===== src/rtl/l2cache_pkg.sv =====
// Shared definitions for the L2 cache to AXI4 bridge.
// Holds the fixed AXI burst fields, the default line geometry and the FSM state encodings.
package l2cache_pkg;

    localparam int          OFFSET_WIDTH_DEF = 2;

    localparam logic [1:0]  BURST_INCR = 2'b01;
    localparam logic [2:0]  SIZE_4B    = 3'b010;
    localparam logic [3:0]  STRB_ALL   = 4'hF;

    typedef enum logic [1:0] {
        R_IDLE,
        R_AR,
        R_DATA,
        R_DONE
    } r_state_t;

    typedef enum logic [1:0] {
        W_IDLE,
        W_AW,
        W_DATA,
        W_B
    } w_state_t;

endpackage


===== src/rtl/l2cache_axi_linebuf.sv =====
// One cache line of storage: a whole-line load port, a word-indexed write port
// and a word-indexed read mux. Used as the fill buffer and the write-back buffer.
module l2cache_axi_linebuf
    import l2cache_pkg::*;
#(
    parameter int offset_width = OFFSET_WIDTH_DEF,
    parameter int LINE_W       = 32 * (1 << offset_width)
) (
    input  logic                    clk,
    input  logic                    rstn,
    input  logic                    load,
    input  logic [LINE_W-1:0]       load_line,
    input  logic                    wr_en,
    input  logic [offset_width-1:0] wr_idx,
    input  logic [31:0]             wr_word,
    input  logic [offset_width-1:0] rd_idx,
    output logic [31:0]             rd_word,
    output logic [LINE_W-1:0]       line
);

    // NOTE: this storage is reset on purpose: the fill buffer drives the L2's
    // data input directly, and that must read as zero out of reset.
    always_ff @(posedge clk or negedge rstn) begin
        if (!rstn) begin
            line <= '0;
        end else if (load) begin
            line <= load_line;
        end else if (wr_en) begin
            line[32*int'(wr_idx) +: 32] <= wr_word;
        end
    end

    assign rd_word = line[32*int'(rd_idx) +: 32];

endmodule


===== src/rtl/l2cache_axi_bridge.sv =====
// Turns the L2's line fill / write-back port into AXI4 INCR bursts on one 32-bit master.
// Independent read and write engines; a fill of a line still being written back waits.
module l2cache_axi_bridge
    import l2cache_pkg::*;
#(
    parameter int offset_width = OFFSET_WIDTH_DEF,
    parameter int LINE_W       = 32 * (1 << offset_width)
) (
    input  logic              clk,
    input  logic              rstn,
    input  logic [31:0]       addr_l2cache_mem_r,
    input  logic [31:0]       addr_l2cache_mem_w,
    input  logic [LINE_W-1:0] dout_l2cache_mem,
    output logic [LINE_W-1:0] din_mem_l2cache,
    input  logic              l2cache_mem_req_r,
    input  logic              l2cache_mem_req_w,
    input  logic              l2cache_mem_rdy,
    output logic              mem_l2cache_addrOK_r,
    output logic              mem_l2cache_addrOK_w,
    output logic              mem_l2cache_dataOK,
    output logic              arvalid,
    input  logic              arready,
    output logic [31:0]       araddr,
    output logic [7:0]        arlen,
    output logic [2:0]        arsize,
    output logic [1:0]        arburst,
    input  logic              rvalid,
    output logic              rready,
    input  logic [31:0]       rdata,
    input  logic              rlast,
    input  logic [1:0]        rresp,
    output logic              awvalid,
    input  logic              awready,
    output logic [31:0]       awaddr,
    output logic [7:0]        awlen,
    output logic [2:0]        awsize,
    output logic [1:0]        awburst,
    output logic              wvalid,
    input  logic              wready,
    output logic [31:0]       wdata,
    output logic [3:0]        wstrb,
    output logic              wlast,
    input  logic              bvalid,
    output logic              bready,
    input  logic [1:0]        bresp
);

    localparam int                      TAG_LO    = offset_width + 2;
    localparam logic [offset_width-1:0] CNT_MAX   = {offset_width{1'b1}};
    localparam logic [7:0]              BURST_LEN = 8'((1 << offset_width) - 1);

    r_state_t                r_state, r_state_nxt;
    w_state_t                w_state, w_state_nxt;
    logic [31:0]             r_addr_q, w_addr_q;
    logic [offset_width-1:0] r_cnt, w_cnt;
    logic                    hazard;
    logic                    r_word_wr;
    logic                    w_beat;

    logic [31:0]             fill_word_unused;
    logic [LINE_W-1:0]       wb_line_unused;
    logic                    resp_unused;

    assign arlen   = BURST_LEN;
    assign awlen   = BURST_LEN;
    assign arsize  = SIZE_4B;
    assign awsize  = SIZE_4B;
    assign arburst = BURST_INCR;
    assign awburst = BURST_INCR;
    assign wstrb   = STRB_ALL;

    assign araddr = r_addr_q;
    assign awaddr = w_addr_q;

    // Slave error responses are not reported back to the L2.
    assign resp_unused = ^{rresp, bresp};

    // Only a write-back latched on an earlier edge can block a fill, so a same-cycle pair both go.
    assign hazard = (w_state != W_IDLE) &&
                    (addr_l2cache_mem_r[31:TAG_LO] == w_addr_q[31:TAG_LO]);

    // NOTE: state and datapath registers use non-blocking assignments only,
    // so every flop samples pre-edge values regardless of block ordering.
    always_ff @(posedge clk or negedge rstn) begin
        if (!rstn) begin
            r_state <= R_IDLE;
            w_state <= W_IDLE;
        end else begin
            r_state <= r_state_nxt;
            w_state <= w_state_nxt;
        end
    end

    always_ff @(posedge clk or negedge rstn) begin
        if (!rstn) begin
            r_addr_q <= '0;
            r_cnt    <= '0;
            w_addr_q <= '0;
            w_cnt    <= '0;
        end else begin
            if (mem_l2cache_addrOK_r) begin
                r_addr_q <= addr_l2cache_mem_r;
                r_cnt    <= '0;
            end else if (r_word_wr) begin
                r_cnt <= r_cnt + 1'b1;
            end

            if (mem_l2cache_addrOK_w) begin
                w_addr_q <= addr_l2cache_mem_w;
                w_cnt    <= '0;
            end else if (w_beat) begin
                w_cnt <= w_cnt + 1'b1;
            end
        end
    end

    // NOTE: every output of this block gets a default before the case, so no
    // path leaves a signal unassigned and no latch is inferred.
    always_comb begin
        r_state_nxt          = r_state;
        mem_l2cache_addrOK_r = 1'b0;
        mem_l2cache_dataOK   = 1'b0;
        arvalid              = 1'b0;
        rready               = 1'b0;
        r_word_wr            = 1'b0;
        case (r_state)
            R_IDLE: begin
                mem_l2cache_addrOK_r = l2cache_mem_req_r && !hazard;
                if (mem_l2cache_addrOK_r) r_state_nxt = R_AR;
            end
            R_AR: begin
                arvalid = 1'b1;
                if (arready) r_state_nxt = R_DATA;
            end
            R_DATA: begin
                rready = 1'b1;
                if (rvalid) begin
                    r_word_wr = 1'b1;
                    if (rlast || (r_cnt == CNT_MAX)) r_state_nxt = R_DONE;
                end
            end
            R_DONE: begin
                mem_l2cache_dataOK = l2cache_mem_rdy;
                if (l2cache_mem_rdy) r_state_nxt = R_IDLE;
            end
            default: r_state_nxt = R_IDLE;
        endcase
    end

    always_comb begin
        w_state_nxt          = w_state;
        mem_l2cache_addrOK_w = 1'b0;
        awvalid              = 1'b0;
        wvalid               = 1'b0;
        wlast                = 1'b0;
        bready               = 1'b0;
        w_beat               = 1'b0;
        case (w_state)
            W_IDLE: begin
                mem_l2cache_addrOK_w = l2cache_mem_req_w;
                if (l2cache_mem_req_w) w_state_nxt = W_AW;
            end
            W_AW: begin
                awvalid = 1'b1;
                if (awready) w_state_nxt = W_DATA;
            end
            W_DATA: begin
                wvalid = 1'b1;
                wlast  = (w_cnt == CNT_MAX);
                w_beat = wready;
                if (wready && wlast) w_state_nxt = W_B;
            end
            W_B: begin
                bready = 1'b1;
                if (bvalid) w_state_nxt = W_IDLE;
            end
            default: w_state_nxt = W_IDLE;
        endcase
    end

    l2cache_axi_linebuf #(
        .offset_width (offset_width),
        .LINE_W       (LINE_W)
    ) u_fill_buf (
        .clk       (clk),
        .rstn      (rstn),
        .load      (1'b0),
        .load_line ('0),
        .wr_en     (r_word_wr),
        .wr_idx    (r_cnt),
        .wr_word   (rdata),
        .rd_idx    (r_cnt),
        .rd_word   (fill_word_unused),
        .line      (din_mem_l2cache)
    );

    l2cache_axi_linebuf #(
        .offset_width (offset_width),
        .LINE_W       (LINE_W)
    ) u_wb_buf (
        .clk       (clk),
        .rstn      (rstn),
        .load      (mem_l2cache_addrOK_w),
        .load_line (dout_l2cache_mem),
        .wr_en     (1'b0),
        .wr_idx    ('0),
        .wr_word   ('0),
        .rd_idx    (w_cnt),
        .rd_word   (wdata),
        .line      (wb_line_unused)
    );

endmodule


===== config.mk =====
export PLATFORM = sky130hd
export DESIGN_NAME = l2cache_axi_bridge
export DESIGN_NICKNAME = d
export VERILOG_FILES = /design/src/rtl/l2cache_pkg.sv /design/src/rtl/l2cache_axi_linebuf.sv /design/src/rtl/l2cache_axi_bridge.sv
export SDC_FILE = /design/constraint.sdc
export NUM_CORES = 1
export LEC_CHECK = 0
export ABC_AREA = 0
export BUFFER_PORTS_ARGS = -buffer_cell sky130_fd_sc_hd__buf_2
export CORE_AREA = 2 2 197 199
export CTS_BUF_LIST = sky130_fd_sc_hd__clkbuf_2 sky130_fd_sc_hd__clkbuf_4 sky130_fd_sc_hd__clkbuf_8
export DETAILED_ROUTE_END_ITERATION = 8
export DIE_AREA = 0 0 199 201
export GPL_TIMING_DRIVEN = 0
export SLEW_MARGIN = 20
export SYNTH_ARGS = -nofsm -noshare
export SYNTH_HDL_FRONTEND = slang
export SYNTH_SLANG_ARGS = --single-unit

===== constraint.sdc =====
create_clock -name clk -period 2 [get_ports clk]
set_input_delay 0.1 -clock clk [delete_from_list [all_inputs] [get_ports clk]]
set_output_delay 0.1 -clock clk [all_outputs]
set_load 0.1 [all_outputs]

==> out/results.ini, run 1 <==
[timing]
worstMarginPinSlew_ns = 0.667
worst_slack_ns = -0.515
setup_viol = 68
fin_skew_ns = 0.0237
hold_violations = 0
rsz0062_at_grt = yes
drv_slew = 0
max_slew_margin_pct = 55.6
post-route-period-util_pct = 126
period_minus_slack_ns = 2.51
fmax_ghz = 0.398

[grt]
grt.total_usage_pct = 22.1
grt_max_degree = 88
antenna_found_initial = 3
grt_pass1_vias = 11900
grt_pass1_wl_mm = 68.3
overflow = 0

[place]
placed_cell_area_um2 = 17000
numPortBuffers = 467
dp_hpwl_mm = 30.6
dp_slack_ns = -0.624
gp_congestion = 0.773

[worst_setup_path]
reg2reg_from = awaddr[13]
startpoint_type = register
reg2regPathDepth = 9
worstReg2RegEnd = araddr[28]
path_cells = xor2_1 -> nor4_2 -> nand4_1 -> buf_6 -> o211ai_4 -> buf_8 -> inv_2 -> buf_12
cp.required_ns = 1.90
critPathMaxStageDelay_ns = 0.49
critical_path_class = register to output pin
cpMaxStageDelayCell = dfrtp_4
setup.worst_path.end_class = output pin
arrival_ns = 2.41
r2r_slack_ns = -0.26
path_max_fanout = 3

[route]
drt_iter0_drc = 425
drc = 0
wire_per_inst_um = 19.8
dr.pass1.iters = 4
vias = 10900
wirelength_mm = 44.9
antenna_left = 0
routed_via_density = 4.82

[job]
maxCapViolations = 0

[layout]
mostFrequentLayoutCells = buf_2 (427), dfrtp_1 (299), dlygate4sd3_1 (234), mux2_2 (160), a22o_1 (128)
area.growth.synth_to_final_pct = 60.1
layout_commonest_cell = buf_2
nFillCells = 3046
postLayoutCellArea_um2 = 21700
nets = 1953
drive_gt1_share_pct = 55.4

[synthesis]
seq_area_frac_synth_pct = 60.5
async_flop_share_pct = 100
synth_cell_type_count = 37
syn_inst = 875
synth-seq-cells = 328
syn_area_um2 = 13600
ys.flop_type = dfrtp_1
synth-edff-count = 0
ys_warn_count = 0
avgSynthCellArea_um2 = 15.5

[clocking]
h-tree-depth = 2
clk_pin_slew_ns = 0.06
clock_latency_ns = 0.65
root_buffer = clkbuf_8
tritoncts = done
clockBufferDepth = 3
clock-sinks = 328
cts_buffers = 57

[floorplanning]
rows = 72
ios = 502
fp.dieW_um = 199
fp.dieH_um = 201
core-area_um2 = 38100
floorplan.initialDensity_pct = 35.6
dieArea_um2 = 40000

[worst_hold_path]
worst_hold_path_type = input pin to async pin

[outcome]
violations = setup timing
outcome = complete, but fails checks

[what timing repair did]
item | 4_1_cts | 5_1_grt
buffers inserted | 25 | 10
pin swaps | 14 | 6
hold buffers | 233 | 2
hold endpoints to repair | 491 | 1
endpoints found under the setup margin | 355 | 298
cloned | 3 | 2
resized for setup | 171 | 47
[layer usage]
| metal | vias up | wire length [um] | global-route usage [%] | part of all wire [%] |
|---|---|---|---|---|
| met4 | 2 | 1510 | 8.21 | 3.4 |
| met3 | 97 | 3700 | 7.09 | 8.3 |
| met5 | - | 13 | 0 | 0.029 |
| met1 | 5486 | 17500 | 25.9 | 39 |
| met2 | 454 | 22100 | 37.8 | 49 |
| li1 | 4870 | - | - | - |
[worst max-delay path, delay by kind of cell, from the launching register on]
kind	cells	cell delay (ns)
AOI/OAI and AO/OA	1	0.21
xor gates and xnor gates	1	0.16
buffers and inverters	4	0.48
DFF	1	0.49
and+or+nand+nor	2	0.44
[flip-flops by register name, summed over array words and instances (netlist names)]
register,flops
w_cnt,2
w_state,2
u_wb_buf.line,128
r_state,2
awaddr,32
u_fill_buf.line,128
araddr,32
r_cnt,2
[synth_stat cells, types with 2 or more instances]
master	n	area share, %
dfrtp_1	328	60
mux2_2	185	15
a22o_1	128	8.3
clkbuf_1	38	1.1
mux4_2	32	5.3
buf_4	30	1.7
xor2_1	29	1.9
ha_1	16	1.5
buf_2	13	0.48
inv_1	11	0.30
mux2_4	7	0.77
nand2_1	7	0.19
nor4_1	7	0.32
nand3_1	6	0.22
and2_1	4	0.18
nor2_1	3	0.083
nor4b_2	3	0.33
o21ai_0	3	0.11
a21oi_1	2	0.074
buf_8	2	0.22
conb_1	2	0.055
nand4_1	2	0.092
nor3_1	2	0.074
o221ai_1	2	0.13
[worst max path at each step]
stage / depth (start not counted) / startpoint / end
2_1_floorplan: 6 / awaddr[18] / mem_l2cache_addrOK_r
6_report: 8 / awaddr[13] / mem_l2cache_addrOK_r
5_1_grt: 7 / awaddr[18] / mem_l2cache_addrOK_r
4_1_cts: 8 / awaddr[22] / mem_l2cache_addrOK_r
3_5_place_dp: 7 / w_state[0] / u_wb_buf.line[99]
3_3_place_gp: 1 / rstn / awaddr[13]
[final cells by class]
class	instances	area (um2)	share of cell area, %
tap	518	648	2.98
clock buffer	95	1170	5.38
clock inverter	10	135	0.622
sequential	328	8270	38.1
timing repair buffer	740	5510	25.3
multi-input combinational	480	5240	24.1
buffer	80	699	3.22
antenna	2	5.00	0.0230
inverter	11	45.0	0.207
[per-stage QoR]
| step | instances | hold slack, ns | util (%) | setup TNS (ns) |
|---|---|---|---|---|
| floorplan | 903 | -0.196 | - | -8.76 |
| global placement | 1888 | 0.332 | 44.4 | -1987.68 |
| detailed placement | 1891 | 0.120 | 44.6 | -135.11 |
| CTS | 2254 | 0.00936 | 56.5 | -17.35 |
| global route | 2263 | 0.00360 | 57.0 | -18.51 |
| finish | 2264 | 0.000713 | 57.0 | -13.05 |
[cells by family after synthesis]
kind of cell / after synthesis / synth area share (%)
DFF: 328 / 60.5
muxes: 224 / 21.4
AOI/OAI and AO/OA: 143 / 9.16
buffers and inverters: 95 / 3.80
and+or+nand+nor: 37 / 1.67
xor gates and xnor gates: 30 / 1.94
adders and majority gates: 16 / 1.47
other: 2 / 0.0553
Power of run 1 is left out: the tool's default activity adds up to more than one toggle a clock period on the data nets, which glitch-free logic cannot reach.
==> inputs of run 2 (changes only) <==
--- a/config.mk
+++ b/config.mk
@@ -7,12 +7,14 @@
 export LEC_CHECK = 0
 export ABC_AREA = 0
 export BUFFER_PORTS_ARGS = -buffer_cell sky130_fd_sc_hd__buf_2
-export CORE_AREA = 2 2 197 199
+export CORE_AREA = 2 2 194 196
 export CTS_BUF_LIST = sky130_fd_sc_hd__clkbuf_2 sky130_fd_sc_hd__clkbuf_4 sky130_fd_sc_hd__clkbuf_8
 export DETAILED_ROUTE_END_ITERATION = 8
-export DIE_AREA = 0 0 199 201
+export DIE_AREA = 0 0 196 198
 export GPL_TIMING_DRIVEN = 0
+export PLACE_DENSITY = 0.72
 export SLEW_MARGIN = 20
 export SYNTH_ARGS = -nofsm -noshare
 export SYNTH_HDL_FRONTEND = slang
+export SYNTH_HIERARCHICAL = 1
 export SYNTH_SLANG_ARGS = --single-unit
==> run 2 against run 1 <==
Effect of this change: the run still ends with setup timing left; final cell count rose by 28%; clock skew rose by 0.017 ns; core utilization is 10 points higher; synthesized cell count grew 45%; area after synthesis grew 15%.
==> out/results.ini, run 2 <==
[outcome]
outcome = complete, but fails checks
violations = setup timing

[worst_setup_path]
startpoint_type = register
arrival_ns = 2.49
reg2regPathDepth = 7
critical_path_class = register to output pin
path_cells = xor2_1 -> nor4_1 -> nand4_1 -> o211ai_4 -> buf_8 -> inv_4 -> buf_12
critPathMaxStageDelay_ns = 0.48
cpMaxStageDelayCell = dfrtp_4
cp.required_ns = 1.90
setup.worst_path.end_class = output pin
path_max_fanout = 2

[layout]
reg_top3 = u_fill_buf/line x128, u_wb_buf/line x128
area.growth.synth_to_final_pct = 58.4
layout_commonest_cell = buf_2
fin_cells = 2892
drive_gt1_share_pct = 36.9
nets = 2627
mostFrequentLayoutCells = buf_2 (458), conb_1 (301), dfrtp_1 (298), dlygate4sd3_1 (233), a21o_1 (192)

[timing]
post-route-period-util_pct = 129
tns_ns = -18.75
drv_slew = 0
fmax_ghz = 0.387
hold_ws_ns = 0.0460
setup_viol = 68
period_minus_slack_ns = 2.59
fin_skew_ns = 0.0408
rsz0062_at_grt = yes
worstMarginPinSlew_ns = 0.709
hold_violations = 0
worst_slack_ns = -0.585
max_slew_margin_pct = 52.7

[synthesis]
avgSynthCellArea_um2 = 12.4
ys_warn_count = 6
syn_inst = 1268
syn_area_um2 = 15700

[floorplanning]
fp.dieH_um = 198
ios = 502
core-area_um2 = 37000
fp.dieW_um = 196
dieArea_um2 = 38800
floorplan.initialDensity_pct = 42.4
rows = 71

[job]
maxCapViolations = 0

[worst_hold_path]
whs_path_depth = 3
worst_hold_path_type = input pin to register

[clocking]
h-tree-depth = 2
clockBufferDepth = 3
clk_pin_slew_ns = 0.06
root_buffer = clkbuf_8
clock_latency_ns = 0.67
cts_buffers = 56
tritoncts = done
clock-sinks = 328

[place]
gp_congestion = 0.876
numPortBuffers = 467
dp_cells = 2511
dp_hpwl_mm = 40.0

[route]
vias = 15400
drt_iter0_drc = 1202
antenna_left = 0
drc = 0
routed_via_density = 5.32
dr.pass1.iters = 9
wire_per_inst_um = 21.2
wirelength_mm = 61.5

[grt]
grt_use_met1_pct = 36.0
grt_pass1_vias = 16000
use_met2_pct = 52.5
overflow = 0
grt_pass1_wl_mm = 91.0
grt_max_degree = 98
grt.busiest_layer = met2
antenna_found_initial = 5
gr-usage-met3_pct = 6.78
grt.total_usage_pct = 30.5

[power_and_ir_drop]
ir_drop_mv = 1.64
p_per_area_nw_per_um2 = 1690
total_power_mw = 42.1
leakage_nw = 13.6

[run 2: repair_timing]
action / in CTS / in global routing
resized for setup: 179 / 37
hold buffers: 234 / 0
pin swaps: 7 / 14
hold endpoints to repair: 433 / 0
cloned: 3 / 4
endpoints found under the setup margin: 342 / 295
buffers inserted: 17 / 19
[run 2: cell type report]
cell class                      instances  area [um2]
Antenna cell                            6        15.0
Buffer                                131        1010
Clock buffer                           95        1200
Clock inverter                          8         120
Fill cell                            2587       12100
Inverter                               15        61.3
Multi-Input combinational cell       1090        7970
Sequential cell                       328        8270
Tap cell                              474         593
Timing Repair Buffer                  745        5590
[run 2: per-stage QoR]
stage                     area [um2]  utilization (%)  setup slack, ns
after CTS                      24500             66.3           -0.680
after detailed placement       20100             54.3           -0.728
after global placement         20000             54.0            -6.85
after global routing           24800             67.2           -0.654
after floorplan                17000                -           -0.329
final                          24800             67.2           -0.585
[run 2: worst paths after layout]
path | from | slack [ns] | endpoint
setup / recovery | awaddr[6] | -0.59 | mem_l2cache_addrOK_r
hold / removal | bvalid | 0.05 | w_state[0]
setup reg to reg | awaddr[6] | -0.39 | araddr[6]
hold reg to reg | u_wb_buf/line[49] | 0.50 | u_wb_buf/line[49]
max in group asynchronous | rstn | 0.62 | awaddr[23]
min in group asynchronous | rstn | 0.09 | u_wb_buf/line[24]
[run 2: worst max-delay path, delay by kind of cell (launching register included)]
family                 cells  cell delay, ns
buffers and inverters      3            0.34
XOR/XNOR                   1            0.16
AND/OR/NAND/NOR            2            0.58
flip-flops                 1            0.48
AO/OA/AOI/OAI              1            0.29
[run 2: power by group]
part | total, mW | switching, mW | internal (mW)
clock | 7.06 | 2.91 | 4.15
combinational | 24.4 | 17.2 | 7.28
sequential | 10.6 | 1.65 | 8.94
total | 42.1 | 21.7 | 20.4
[run 2: per-layer routing]
metal  up-vias  share of wire [%]
met1      7582                 38
met5         -                  0
li1       6667                  -
met2       916                 49
met4         0                4.9
met3       225                8.2
Note: power is estimated with default switching activity, not from simulation.
